**src/rtl/wb_fifo_master.sv**
```systemverilog
// Command-FIFO-driven Wishbone classic master: one single WB cycle per command,
// read data (or ERR_WORD on error/timeout) pushed to a response FIFO.
module wb_fifo_master #(
    parameter int unsigned TIMEOUT  = 256,
    parameter logic [31:0] ERR_WORD = 32'hdeadbeef
) (
    input  logic        wb_clk,
    input  logic        wb_reset,
    input  logic        soft_rst,
    input  logic [31:0] cf_d,
    input  logic        cf_rdempty,
    output logic        cf_rd,
    output logic [31:0] rf_d,
    output logic        rf_wr,
    input  logic        rf_wrfull,
    output logic [31:0] m_adr,
    output logic [31:0] m_dat_o,
    input  logic [31:0] m_dat_i,
    output logic [3:0]  m_sel,
    output logic        m_we,
    output logic        m_cyc,
    output logic        m_stb,
    input  logic        m_ack,
    input  logic        m_err,
    input  logic        m_rty,
    output logic        busy,
    output logic        err_flag,
    input  logic        err_clr
);

    localparam int unsigned CNT_W = (TIMEOUT > 0) ? $clog2(TIMEOUT + 1) : 1;

    typedef enum logic [2:0] {
        IDLE = 3'd0,
        ADR  = 3'd1,
        DAT  = 3'd2,
        RSV  = 3'd3,
        BUS  = 3'd4,
        RTY  = 3'd5,
        RESP = 3'd6
    } state_t;

    state_t             state_reg;
    logic               we_reg;
    logic [3:0]         sel_reg;
    logic [31:0]        adr_reg;
    logic [31:0]        dat_reg;
    logic [31:0]        rdat_reg;
    logic               rf_wr_reg;
    logic               bus_reg;
    logic               err_flag_reg;
    logic [CNT_W-1:0]   tmo_cnt_reg;
    logic               timeout_hit;
    logic               in_fetch;

    // Fires on the edge at which the counter reaches TIMEOUT, so the bus
    // cycle (including retry gaps) lasts at most TIMEOUT clocks.
    generate
        if (TIMEOUT > 0) begin : g_tmo
            assign timeout_hit = ((state_reg == BUS) || (state_reg == RTY)) &&
                                 (tmo_cnt_reg == CNT_W'(TIMEOUT - 1));
        end else begin : g_no_tmo
            assign timeout_hit = 1'b0;
        end
    endgenerate

    assign in_fetch = (state_reg == IDLE) || (state_reg == ADR) || (state_reg == DAT);
    // A word is never popped while a reset is pending, so no command word is lost to it.
    assign cf_rd    = in_fetch && !cf_rdempty && !soft_rst && !wb_reset;

    assign rf_d     = rdat_reg;
    assign rf_wr    = rf_wr_reg;
    assign m_adr    = adr_reg;
    assign m_dat_o  = dat_reg;
    assign m_sel    = sel_reg;
    assign m_we     = we_reg;
    assign m_cyc    = bus_reg;
    assign m_stb    = bus_reg;
    assign busy     = (state_reg != IDLE);
    assign err_flag = err_flag_reg;

    always_ff @(posedge wb_clk or posedge wb_reset) begin
        if (wb_reset) begin
            state_reg    <= IDLE;
            we_reg       <= 1'b0;
            sel_reg      <= 4'h0;
            adr_reg      <= 32'h0;
            dat_reg      <= 32'h0;
            rdat_reg     <= 32'h0;
            rf_wr_reg    <= 1'b0;
            bus_reg      <= 1'b0;
            err_flag_reg <= 1'b0;
            tmo_cnt_reg  <= '0;
        end else if (soft_rst) begin
            state_reg    <= IDLE;
            we_reg       <= 1'b0;
            sel_reg      <= 4'h0;
            adr_reg      <= 32'h0;
            dat_reg      <= 32'h0;
            rdat_reg     <= 32'h0;
            rf_wr_reg    <= 1'b0;
            bus_reg      <= 1'b0;
            tmo_cnt_reg  <= '0;
            if (err_clr) begin
                err_flag_reg <= 1'b0;
            end
        end else begin
            rf_wr_reg <= 1'b0;
            if (err_clr) begin
                err_flag_reg <= 1'b0;
            end
            case (state_reg)
                IDLE: begin
                    if (cf_rd) begin
                        we_reg    <= cf_d[31];
                        sel_reg   <= cf_d[27:24];
                        state_reg <= ADR;
                    end
                end
                ADR: begin
                    if (cf_rd) begin
                        adr_reg   <= cf_d;
                        state_reg <= we_reg ? DAT : RSV;
                    end
                end
                DAT: begin
                    if (cf_rd) begin
                        dat_reg     <= cf_d;
                        bus_reg     <= 1'b1;
                        tmo_cnt_reg <= '0;
                        state_reg   <= BUS;
                    end
                end
                RSV: begin
                    // Holding here until there is room guarantees the RESP push never overflows.
                    if (!rf_wrfull) begin
                        bus_reg     <= 1'b1;
                        tmo_cnt_reg <= '0;
                        state_reg   <= BUS;
                    end
                end
                BUS: begin
                    tmo_cnt_reg <= tmo_cnt_reg + CNT_W'(1);
                    if (m_err || (timeout_hit && !m_ack)) begin
                        bus_reg      <= 1'b0;
                        err_flag_reg <= 1'b1;
                        if (we_reg) begin
                            state_reg <= IDLE;
                        end else begin
                            rdat_reg  <= ERR_WORD;
                            rf_wr_reg <= 1'b1;
                            state_reg <= RESP;
                        end
                    end else if (m_ack) begin
                        bus_reg <= 1'b0;
                        if (we_reg) begin
                            state_reg <= IDLE;
                        end else begin
                            rdat_reg  <= m_dat_i;
                            rf_wr_reg <= 1'b1;
                            state_reg <= RESP;
                        end
                    end else if (m_rty) begin
                        bus_reg   <= 1'b0;
                        state_reg <= RTY;
                    end
                end
                RTY: begin
                    tmo_cnt_reg <= tmo_cnt_reg + CNT_W'(1);
                    if (timeout_hit) begin
                        err_flag_reg <= 1'b1;
                        if (we_reg) begin
                            state_reg <= IDLE;
                        end else begin
                            rdat_reg  <= ERR_WORD;
                            rf_wr_reg <= 1'b1;
                            state_reg <= RESP;
                        end
                    end else begin
                        bus_reg   <= 1'b1;
                        state_reg <= BUS;
                    end
                end
                RESP: begin
                    state_reg <= IDLE;
                end
                default: begin
                    state_reg <= IDLE;
                end
            endcase
        end
    end

endmodule

```
**config.mk**
```make
export PLATFORM = sky130hd
export DESIGN_NAME = wb_fifo_master
export DESIGN_NICKNAME = d
export VERILOG_FILES = /design/src/rtl/wb_fifo_master.sv
export SDC_FILE = /design/constraint.sdc
export NUM_CORES = 1
export LEC_CHECK = 0
export ABC_AREA = 1
export BUFFER_PORTS_ARGS = -buffer_cell sky130_fd_sc_hd__buf_2
export CAP_MARGIN = 25
export CELL_PAD_IN_SITES_DETAIL_PLACEMENT = 0
export CELL_PAD_IN_SITES_GLOBAL_PLACEMENT = 1
export CORE_MARGIN = 3
export CORE_UTILIZATION = 37
export DETAILED_ROUTE_END_ITERATION = 8
export HOLD_SLACK_MARGIN = 0.03
export MAX_ROUTING_LAYER = met4
export PLACE_DENSITY_LB_ADDON = 0.1
export RECOVER_POWER = 50
export SYNTH_ARGS = -nofsm -noshare
export SYNTH_HDL_FRONTEND = slang
export SYNTH_SLANG_ARGS = --single-unit
```
**constraint.sdc**
```tcl
create_clock -name wb_clk -period 4.66 [get_ports wb_clk]
set_input_delay 0.466 -clock wb_clk [delete_from_list [all_inputs] [get_ports wb_clk]]
set_output_delay 0.466 -clock wb_clk [all_outputs]
set_load 0.01 [all_outputs]
```
==> impl_metrics.yaml <==
sta:
  fin_crit_ns: 2.829
  slew_headroom_pct: -8.911
  finClkSkew_ns: 0.006518
  setup-violations-final: 0
  timing.setup.tns_ns: 0
  worstMarginPinSlew_ns: 1.634
  hold_viol_final: 0
  fmax_mhz: 353.4
  whs_ns: 0.1519
  maxSlewViolCount: 64
  rsz0062_at_grt: "false"
  post-route-period-util_pct: 60.72
synth:
  muxShareOfSynthArea_pct: 0
  synthesis.area_um2: 5434
  async_flop_share_pct: 100.0
  synth_top_family_by_area: "simple AND/OR/NAND/NOR gates"
  synth.distinct_cells: 29
  synthAdderAreaFrac_pct: 0.4605
  yosysWarnings: 0
  synth-compound-area-share_pct: 11.54
  seq_area_frac_synth_pct: 53.42
  synth_xor_area_share_pct: 0
  synth-simple-area-share_pct: 25.51
  postSynthCellCount: 637
  synth_edf_count: 0
  yosys_most_used_dff: "dfrtp_1"
  syn_nets: 712
  synth-seq-cells: 116
  postSynthAreaPerCell_um2: 8.531
layout:
  final_cell_mix: "nand3_1 (117), dfrtp_1 (116), clkbuf_1 (105)"
  final_layout_size_suffix_gt1_share_pct: 17.89
  design_area_um2: 6955
  fillerInstances: 1417
  synthToLayoutAreaGrowth_pct: 28.00
  mostFrequentLayoutCell: "nand3_1"
  fin_nets: 878
  antenna_cells: 0
clocking:
  htreeDepth: 4
  postCtsHoldBufs: 0
  cts_setup_buffers: 0
  clock-sinks: 116
  clk_pin_slew_ns: 0.06
  clockBufferDepth: 2
  cts_tree: "yes"
  cts_buffers: 17
  root_buffer: "clkbuf_16"
  clk-insertion-delay-late_ns: 0.41
  cts_resized: 0
setup_path:
  cp.arrival_ns: 3.14
  crit_path_end_kind: "flip-flop"
  rr_startpoint: "m_we$_DFFE_PP0P_"
  path_class: "flip-flop to flip-flop"
  path_depth: 6
  rrSetupSlack_ns: 1.83
  crit_end: "rf_d[12]$_DFFE_PP0P_"
  startpoint: "m_we$_DFFE_PP0P_"
  r2r_cells: 6
  slowest_stage: "dfrtp_1"
  critPathLaunchType: "flip-flop"
  critPathMaxStageDelay_ns: 0.87
  required_ns: 4.97
  path_cells: "clkinv_1 -> nand2_1 -> nand2_2 -> nor2_4 -> o21ai_2 -> o21ai_0"
  r2r-end: "rf_d[12]$_DFFE_PP0P_"
  critPathMaxFanout: 22
  critPathTopFamily: "flip-flops"
  cp.buffers_inverters: 1
grt:
  grt_max_degree: 83
  grt_pass1_vias: 4791
  antenna_found_initial: 0
  grt_use_total_pct: 19.33
  grt_overflow_total: 0
  grt_pass1_wl_um: 24540
detailed_routing:
  viasPerCell: 4.929
  drt_iter0_drc: 213
  drtAntennaViolNets: 0
  drc: 0
  routedWlPerCell_um: 15.13
  wirelength_um: 15070
  via_count: 4909
  first_pass_iters: 5
pwr:
  p_int_mw: 2.198
  peakVddDrop_v: 0.0002394
  p_switching_mw: 0.9263
  swShare_pct: 29.65
  power_per_cell_area_nw_per_um2: 449.2
  comb_power_share_pct: 17.0
  leakagePower_nw: 3.377
  p_clk_share_pct: 44.6
  p_seq_share_pct: 38.4
die:
  die_y_um: 127.2
  die_area_um2: 16180
  ios: 180
  start_util_pct: 38.55
  die_x_um: 127.2
  row_count: 43
  core_area_um2: 14100
place:
  io_buffer_count: 179
  place_congestion: 0.8505
  placed_cell_area_um2: 6392
  hpwl_um: 10210
status:
  outcome: "complete, but fails checks"
  violations: "capacitance limit, slew limit"
hold_path:
  hold_path.class: "input port to async pin"
run:
  max_cap_violations: 1
-- worst reg2reg max path, delay by kind of cell (launching register included) --
kind / cells / cell delay, ns
and+or+nand+nor: 3 / 0.54
buffers and inverters: 1 / 0.77
DFF: 1 / 0.87
AOI/OAI and AO/OA: 2 / 0.54
-- power by group through the flow --
stage / combinational [mW] / sequential (mW) / clock [mW]
6_report: 0.532 / 1.20 / 1.39
5_1_grt: 0.605 / 1.22 / 1.47
4_1_cts: 0.559 / 1.20 / 1.42
3_5_place_dp: 0.559 / 1.21 / 0
3_3_place_gp: 0.550 / 1.21 / 0
2_1_floorplan: 0.342 / 1.22 / 0
-- metal layers --
layer / vias up / wire length (µm) / track usage (%) / part of all wire [%]
li1: 2442 / - / - / -
met2: 159 / 6656 / 28.46 / 44
met1: 2282 / 6890 / 25.43 / 46
met3: 26 / 1212 / 6.355 / 8.0
met5: - / 0 / - / 0
met4: 0 / 306 / 6.120 / 2.0
-- how the worst min path moves through the flow --
stage	startpoint	end	slack, ns	depth (start not counted)
6_report	wb_reset	m_adr[7]$_DFFE_PP0P_	0.15	2
4_1_cts	wb_reset	m_dat_o[5]$_DFFE_PP0P_	0.18	2
3_5_place_dp	tmo_cnt_reg[8]$_DFFE_PP0P_	tmo_cnt_reg[8]$_DFFE_PP0P_	0.48	2
2_1_floorplan	tmo_cnt_reg[8]$_DFFE_PP0P_	tmo_cnt_reg[8]$_DFFE_PP0P_	0.45	2
5_1_grt	wb_reset	m_adr[3]$_DFFE_PP0P_	0.22	2
3_3_place_gp	tmo_cnt_reg[8]$_DFFE_PP0P_	tmo_cnt_reg[8]$_DFFE_PP0P_	0.47	2
-- cells by family (layout without fill, tap and decap cells) --
logic type / count (synthesis) / count (layout)
and+or+nand+nor: 281 / 281
adders and majority gates: 2 / 2
buffers and inverters: 119 / 298
DFF: 116 / 116
AOI/OAI and AO/OA: 119 / 119
-- synth_stat cells, types with 5 or more instances --
library cell,number,area share [%]
a21oi_1,5,0.46
nand2_1,92,6.4
o21ai_1,11,1.0
o21ai_0,91,8.4
nand4_1,15,1.7
or2_2,18,2.1
dfrtp_1,116,53
buf_4,6,0.83
clkbuf_1,15,1.0
o211ai_1,11,1.5
nor2_1,26,1.8
nand3_1,117,11
inv_1,79,5.5
buf_2,12,1.1
-- cell type report --
class / instances / area, µm² / area share [%]
clock buffer: 19 / 452.9 / 6.512
clock inverter: 13 / 178.9 / 2.572
inverter: 82 / 310.3 / 4.461
multi-input combinational: 402 / 2041 / 29.34
sequential: 116 / 2903 / 41.73
tap: 180 / 225.2 / 3.238
timing repair buffer: 184 / 844.6 / 12.14
-- stage by stage --
stage	power [mW]	instances	util [%]	worst slack, ns
after global placement	1.759	961	45.35	1.617
after CTS	3.176	993	49.83	1.485
after floorplan	1.561	637	-	0.4995
after global routing	3.288	996	49.34	1.548
after detailed placement	1.771	961	45.35	1.499
final	3.124	996	49.34	1.831
No activity file was read; power rests on OpenSTA's default activity.
